<file path="src/rtl/nrisc_pkg.sv">
// nrisc_pkg: shared opcodes, ULA/write-back selects, FSM states and strobe bundle for the nRISC control
package nrisc_pkg;
  localparam logic [2:0] OP_ARITH  = 3'b000;
  localparam logic [2:0] OP_ADDI   = 3'b001;
  localparam logic [2:0] OP_LW     = 3'b010;
  localparam logic [2:0] OP_SW     = 3'b011;
  localparam logic [2:0] OP_BNEZ   = 3'b100;
  localparam logic [2:0] OP_SETVAL = 3'b101;
  localparam logic [2:0] OP_SLT    = 3'b110;
  localparam logic [2:0] OP_SYS    = 3'b111;
  localparam logic [1:0] ULAOP_ADD = 2'b00;
  localparam logic [1:0] ULAOP_SUB = 2'b01;
  localparam logic [1:0] ULAOP_SLT = 2'b10;
  localparam logic [1:0] REG1SRC_ULA = 2'b00;
  localparam logic [1:0] REG1SRC_IMM = 2'b01;
  localparam logic [1:0] REG1SRC_MEM = 2'b10;
  typedef enum logic [2:0] {FETCH, DECODE, EXEC, MEM, WB, HALT, TRAP} state_t;
  typedef struct packed {
    logic       ir_write;
    logic       pc_write;
    logic [1:0] reg1src;
    logic       jump;
    logic       bnez;
    logic       ulasrc;
    logic [1:0] ulaop;
    logic       mem_write;
    logic       mem_load;
    logic       reg_write;
    logic       halted;
    logic       trap;
  } ctrl_t;
endpackage

</file>
<file path="src/rtl/controle_decode.sv">
// controle_decode: combinational strobes and next state from (state, opCode, funct)
module controle_decode
  import nrisc_pkg::*;
#(
  parameter int OPCODE_W = 3
) (
  input  state_t              state,
  input  logic [OPCODE_W-1:0] opCode,
  input  logic                funct,
  output ctrl_t               ctrl,
  output state_t              nxt,
  output logic                gated
);
  logic [2:0] op;
  logic       illegal, alu, mem;
  logic [1:0] ula_op;
  logic       ula_src;
  assign op      = opCode[2:0];
  assign illegal = (opCode >> 3) != '0;
  assign alu     = op == OP_ARITH || op == OP_ADDI || op == OP_SLT;
  assign mem     = op == OP_LW || op == OP_SW;
  assign ula_op  = op == OP_ARITH ? (funct ? ULAOP_SUB : ULAOP_ADD) : op == OP_SLT ? ULAOP_SLT : ULAOP_ADD;
  assign ula_src = op == OP_ADDI || mem;
  // gated marks states that only advance on an event (memReady in MEM, resume in HALT)
  always_comb begin
    ctrl  = '0;
    nxt   = FETCH;
    gated = 1'b0;
    case (state)
      FETCH: begin
        ctrl.ir_write = 1'b1;
        nxt = DECODE;
      end
      DECODE: nxt = illegal ? TRAP : op == OP_SETVAL ? WB : (op == OP_SYS && funct) ? HALT : EXEC;
      EXEC: begin
        if (alu || mem) begin
          ctrl.ulaop  = ula_op;
          ctrl.ulasrc = ula_src;
        end
        ctrl.bnez     = op == OP_BNEZ;
        ctrl.jump     = op == OP_SYS;
        ctrl.pc_write = op == OP_BNEZ || op == OP_SYS;
        nxt = mem ? MEM : (op == OP_BNEZ || op == OP_SYS) ? FETCH : WB;
      end
      MEM: begin
        ctrl.mem_load  = op == OP_LW;
        ctrl.mem_write = op == OP_SW;
        ctrl.pc_write  = op == OP_SW;
        gated = 1'b1;
        nxt = op == OP_LW ? WB : FETCH;
      end
      WB: begin
        if (alu || op == OP_LW) begin
          ctrl.ulaop  = ula_op;
          ctrl.ulasrc = ula_src;
        end
        ctrl.reg_write = 1'b1;
        ctrl.pc_write  = 1'b1;
        ctrl.reg1src   = op == OP_LW ? REG1SRC_MEM : op == OP_SETVAL ? REG1SRC_IMM : REG1SRC_ULA;
      end
      HALT: begin
        ctrl.halted   = 1'b1;
        ctrl.pc_write = 1'b1;
        gated = 1'b1;
      end
      TRAP: begin
        ctrl.trap = 1'b1;
        nxt = TRAP;
      end
      default: nxt = FETCH;
    endcase
  end
endmodule

</file>
<file path="src/rtl/controle_multiciclo.sv">
// controle_multiciclo: multi-cycle nRISC control FSM with memory-ready timeout, halt/resume and illegal-opcode trap
module controle_multiciclo
  import nrisc_pkg::*;
#(
  parameter int OPCODE_W    = 3,
  parameter int ULAOP_W     = 2,
  parameter int MEM_TIMEOUT = 15
) (
  input  logic                clock,
  input  logic                reset_n,
  input  logic [OPCODE_W-1:0] opCode,
  input  logic                funct,
  input  logic                memReady,
  input  logic                resume,
  output logic                IrWrite,
  output logic                PcWrite,
  output logic [1:0]          Reg1src,
  output logic                Jump,
  output logic                Bnez,
  output logic                ULAsrc,
  output logic [ULAOP_W-1:0]  ULAop,
  output logic                MemWrite,
  output logic                MemLoad,
  output logic                RegWrite,
  output logic                Halted,
  output logic                Trap
);
  localparam int CW = MEM_TIMEOUT > 0 ? $clog2(MEM_TIMEOUT + 1) : 1;
  state_t        state, nxt;
  ctrl_t         c;
  logic          gated, go, tmo, run;
  logic [CW-1:0] cnt;
  controle_decode #(.OPCODE_W(OPCODE_W)) u_dec (
    .state (state),
    .opCode(opCode),
    .funct (funct),
    .ctrl  (c),
    .nxt   (nxt),
    .gated (gated)
  );
  assign go  = !gated || (state == MEM ? memReady : resume);
  assign tmo = MEM_TIMEOUT > 0 && state == MEM && !memReady && int'(cnt) + 1 >= MEM_TIMEOUT;
  // run holds FETCH idle for the reset-release edge so all strobes stay 0 until FETCH is entered
  always_ff @(posedge clock or negedge reset_n) begin
    if (!reset_n) begin
      state <= FETCH;
      cnt   <= '0;
      run   <= 1'b0;
    end else begin
      run <= 1'b1;
      if (run) state <= tmo ? TRAP : go ? nxt : state;
      cnt <= (run && state == MEM && !memReady) ? (&cnt ? cnt : cnt + 1'b1) : '0;
    end
  end
  assign IrWrite  = run & c.ir_write;
  assign PcWrite  = run & c.pc_write & go;
  assign Reg1src  = run ? c.reg1src : '0;
  assign Jump     = run & c.jump;
  assign Bnez     = run & c.bnez;
  assign ULAsrc   = run & c.ulasrc;
  assign ULAop    = run ? ULAOP_W'(c.ulaop) : '0;
  assign MemWrite = run & c.mem_write;
  assign MemLoad  = run & c.mem_load;
  assign RegWrite = run & c.reg_write;
  assign Halted   = run & c.halted;
  assign Trap     = run & c.trap;
endmodule

</file>
<file path="config.mk">
export PLATFORM = sky130hd
export DESIGN_NAME = controle_multiciclo
export DESIGN_NICKNAME = d
export VERILOG_FILES = /design/src/rtl/nrisc_pkg.sv /design/src/rtl/controle_decode.sv /design/src/rtl/controle_multiciclo.sv
export SDC_FILE = /design/constraint.sdc
export NUM_CORES = 1
export LEC_CHECK = 0
export CORE_ASPECT_RATIO = 0.75
export CORE_MARGIN = 3
export CORE_UTILIZATION = 38
export CTS_CLUSTER_SIZE = 30
export DETAILED_ROUTE_END_ITERATION = 8
export PLACE_DENSITY = 0.65
export REMOVE_ABC_BUFFERS = 1
export SLEW_MARGIN = 5
export SYNTH_ARGS = -nofsm -noshare
export SYNTH_HDL_FRONTEND = slang
export SYNTH_SLANG_ARGS = --single-unit
</file>
<file path="constraint.sdc">
create_clock -name clock -period 2.5 [get_ports clock]
set_clock_uncertainty 0.2 [all_clocks]
set_input_delay 0.5 -clock clock [delete_from_list [all_inputs] [get_ports clock]]
set_output_delay 0.5 -clock clock [all_outputs]
set_load 0.005 [all_outputs]
</file>
# Word-level counts from Yosys, hierarchy flattened
# Index checks and enable logic that the tools add are counted.
word_totals:
  ramBits: 0
  elab_cells: 83
  mem_count: 0
  input_bits: 8
  reg_bits: 8
  romBits: 0
  latchBits: 0
  out_inout_bits: 14
op_classes:
  eq_ne: 14
  n_div: 0
  bitwise_logic: 11
  multipliers: 0
  n_mux: 30
  reduce_logical: 22
  addsub: 2
  shifts: 0
  n_lt_le_gt_ge: 1
ops:
  columns: ["op", "count"]
  rows:
  - ["$mux 3", 9]
  - ["$eq 3x3->1 const B", 7]
  - ["$mux 2", 8]
  - ["$pmux 3 s5", 1]
  - ["$eq 3x2->1 const B", 4]
  - ["$and 1x1->1", 11]
  - ["$logic_or 1x1->1", 8]
  - ["$mux 1", 8]
  - ["$mux 4", 2]
  - ["$eq 3x1->1 const B", 2]
  - ["$logic_not 3->1", 2]
  - ["$pmux 3 s2", 1]
  - ["$add 4x1->5 const B", 1]
  - ["$ge 5x4->1 const B", 1]
  - ["$logic_and 1x1->1", 5]
  - ["$add 4x1->4 const B", 1]
  - ["$reduce_and 4->1", 1]
  - ["$reduce_or 2->1", 2]
  - ["$pmux 1 s3", 1]
  - ["$logic_not 1->1", 2]
  - ["$ne 2x2->1 const B", 1]
  - ["$reduce_and 2->1", 1]
  - ["$reduce_bool 2->1", 1]

# Depth between registers and ports, before layout
depth:
  depth_word: 7
  ltp_mapped: 6

# By module
# From an unflattened synthesis, not the netlist that was laid out.
unflattened:
  cells_unflattened: 123
  area_unflattened_um2: 898.4
by_module_without_submodules:
  columns: ["module", "cells_each", "seq_area_each_um2", "instances", "area_per_inst_um2"]
  rows:
  - ["controle_multiciclo", 66, 200.2, 1, 564.3]
  - ["controle_decode", 57, 0.0, 1, 334.1]

# Worst setup path after synthesis
# No wires, ideal clock.
synth_timing:
  path_type: "input-to-output"
  start: "in opCode[1]"
  end: "out PcWrite"
  setup_slack_ns: 0.436
  arrival_time_ns: 1.364
  n_path_buf: 1
  path_stages: 5
  cell_sequence: "buf_2 > nor2_1 > a2bb2oi_1 > or3_1 > a21oi_1"
synth_between:
  elab_chain_len: 5
  elab_cells_between_ends: 7
  classes_between: "eq/ne (3); mux (1); bitwise (2); reduce/logical (1)"
synth_rtl:
  columns: ["element", "line", "source"]
  rows:
  - ["start, declared", "controle_multiciclo.sv:11", "input logic [OPCODE_W-1:0] opCode,"]
  - ["$eq 3x3->1", "controle_decode.sv:42", "ctrl.pc_write = op == OP_BNEZ || op == OP_SYS;"]
  - ["$logic_or 1x1->1", "controle_decode.sv:42", null]
  - ["$pmux 1 s3 (*)", "controle_decode.sv:29", "case (state)"]
  - ["$and 1x1->1 (*) (2 in series)", "controle_multiciclo.sv:56", "assign PcWrite = run & c.pc_write & go;"]
  - ["end, declared", "controle_multiciclo.sv:16", "output logic PcWrite,"]
# Every way passes the cells marked *; elsewhere a longest branch is shown, timed or not.

# Worst setup path after layout
layout_timing:
  start: "reg state[1]"
  end: "out Reg1src[0]"
layout_between:
  elab_chain_len: 3
layout_rtl:
  columns: ["element", "line", "source"]
  rows:
  - ["start, declared", "controle_multiciclo.sv:29", "state_t state, nxt;"]
  - ["start signal, assigned", "controle_multiciclo.sv:51", "if (run) state <= tmo ? TRAP : go ? nxt : state;"]
  - ["$eq 3x3->1", "controle_decode.sv:29", null]
  - ["$mux 2", "controle_decode.sv:29", null]
  - ["$mux 2", "controle_multiciclo.sv:57", "assign Reg1src = run ? c.reg1src : '0;"]
  - ["end, declared", "controle_multiciclo.sv:17", "output logic [1:0] Reg1src,"]
# No other way between the ends.

==> reports/results.txt <==
Remaining DRCs = 0
TritonCTS Buffers = 3
Unique masters post-synth = 41
Overall Global Routing Usage = 18.3%
fin. max-slew vios = 0
post-synthesis async set-or-reset flop share = 100%
status = complete, no violations
cell row count = 13
Hold Path Class = in -> async
CP startpoint = state[1]
Mapped Area = 791 um^2
Area Growth Syn to Fin = 57.1%
top-level port count = 22
routed len/inst = 14.2 um
Max FO, Critical Path = 4
EDFF count, synth = 0
FF+latch count, synth = 8
syn avg cell area = 8.15 um^2
drt via density = 5.42
worst slack at placement = -0.504 ns
final-report hold violation count = 0
number of global-route vias before repair = 819
routability cong. = 0.800
final cell utilization of the core = 67.0%
CTS clk-pin slew, worst paths = 0.05 ns
TritonCTS clock tree = done
worst-case clock buffer depth = 2
Die Area = 2670 um^2
die width = 58.7 um
vias after detailed routing = 872
max_cap viols = 0
Top FF cell, synth = dfrtp_1
Synth Warn # = 0
placed instance area = 1140 um^2
Final WS setup = 0.0690 ns
Lkg Pwr = 0.000614 uW
gr ovfl total = 0
Initial Util = 42.6%
period utilization = 97.2%
clock root cell = clkbuf_4
largest net degree at the start of global routing = 12
R2R Path End = state[0]
Total Wirelength = 2280 um
fmax = 411 MHz
Final Instance Area = 1240 um^2
Setup crit end kind = primary output
# nets final = 151
worst endpoint required time = 1.80 ns
H-tree depth = 1
global-route wire length before repair = 3730 um
Setup Crit Path Kind = reg -> out
commonest cells after routing, fill and taps aside = 24 x buf_4, 11 x clkdlybuf4s50_1, 9 x nand2_1, 9 x nor2_1, 6 x dfrtp_1
# diodes = 0
sequential area share after synthesis = 25.3%
Critical Path End = Reg1src[0]
Power Dens Cells = 592 nW/um^2
setup slack, reg-to-reg = 0.54 ns
arrival time worst endpoint = 1.73 ns
IO buf count = 21
TritonCTS Sinks = 8
Worst Setup Start Kind = flop
most common cell after layout, fill and taps aside = buf_4
R2R depth = 6
RSZ-0062 raised after global routing = yes
r2r startpoint = cnt[0]
TritonRoute pass-1 iters = 4
Iter 0 DRT Violations = 28
Skew-Pair Late Insertion Delay = 0.25 ns
# setup viols final = 0
Routed Antenna Nets = 0
chip height = 45.5 um
proportion of layout cells with a drive suffix above 1 = 33.8%
antenna violations before repair = 0
Post-DP HPWL = 1740 um
Core Box Area = 1850 um^2
Post-Syn Instances = 97
worst vdd ir = 0.475 mV
final worst path period need = 2.43 ns
critical path, cell delays in order, from the launching register on:
cell and delay, ns:
dfrtp_1 0.40, buf_4 0.16, nor2b_2 0.17, nand2b_4 0.09, nor3_2 0.15, clkdlybuf4s50_1 0.51
sequential cells by signal, indices dropped and copies added (netlist names):
register  count
cnt           4
state         3
run           1
cell usage after synthesis, types with 2 or more instances:
library cell   n  area [um^2]
nor2b_1        5         31.3
xnor2_1        5         43.8
nand3_1        3         15.0
nor2_1        11         41.3
nor3b_1        5         37.5
dfrtp_1        8          200
ha_1           2         25.0
nand2_1        9         33.8
buf_2          3         15.0
and4b_1        2         20.0
nand2b_1       2         12.5
clkbuf_1       2         7.51
a211oi_1       2         15.0
o21ai_0        4         20.0
nor3_1         5         25.0
inv_1          4         15.0
kinds of logic after synthesis:
| kind of cell | synth area share [%] |
|---|---|
| other cells | 0.474 |
| compound gates | 20.4 |
| flops | 25.3 |
| simple gates | 38.9 |
| buf+inv | 6.17 |
| fa+ha+maj | 3.16 |
| xor+xnor | 5.54 |
where the power goes:
part / total, uW / internal (uW) / switching [uW]
logic: 455 / 248 / 206
clock network: 95.4 / 54.7 / 40.7
registers: 185 / 153 / 32.1
total: 735 / 456 / 279
layout make-up:
class	count	area, um^2
clock buffer	3	22.5
tap	22	27.5
multi-input combinational	78	574
timing repair buffer	46	400
fill	159	612
inverter	4	15.0
sequential	8	203
layer usage:
layer | wire length (um) | global-route usage, % | part of all wire, %
met2 | 1020 | 28.3 | 45
met3 | 83 | 5.10 | 3.6
met1 | 1180 | 26.9 | 52
met4 | 0 | 0 | 0
met5 | 0 | 0 | 0
how the worst min path moves through the flow:
stage,depth (start not counted),endpoint,slack [ns],from
floorplan,0,cnt[0],0.004,reset_n
global placement,2,cnt[2],0.39,cnt[3]
detailed placement,2,cnt[1],0.42,cnt[1]
CTS,1,state[1],0.33,reset_n
global route,1,cnt[2],0.35,reset_n
finish,1,state[1],0.33,reset_n
repair_timing:
item | in CTS | in global routing
buffers inserted | 3 | 2
pin swaps | 0 | 4
endpoints found under the setup margin | 10 | 8
cloned | 0 | 0
gates resized for setup | 19 | 9
hold buffers | 0 | 0
through the flow:
| stage | total power, uW | hold WS, ns | std cells | setup TNS, ns |
|---|---|---|---|---|
| final | 735 | 0.331 | 161 | 0 |
| after global routing | 787 | 0.346 | 161 | -0.0304 |
| after CTS | 710 | 0.335 | 159 | 0 |
| after detailed placement | 572 | 0.423 | 153 | -2.68 |
| after global placement | 564 | 0.387 | 153 | -2.45 |
| after floorplan | 378 | 0.00441 | 90 | 0 |
Note: power is estimated with default switching activity, not from simulation.
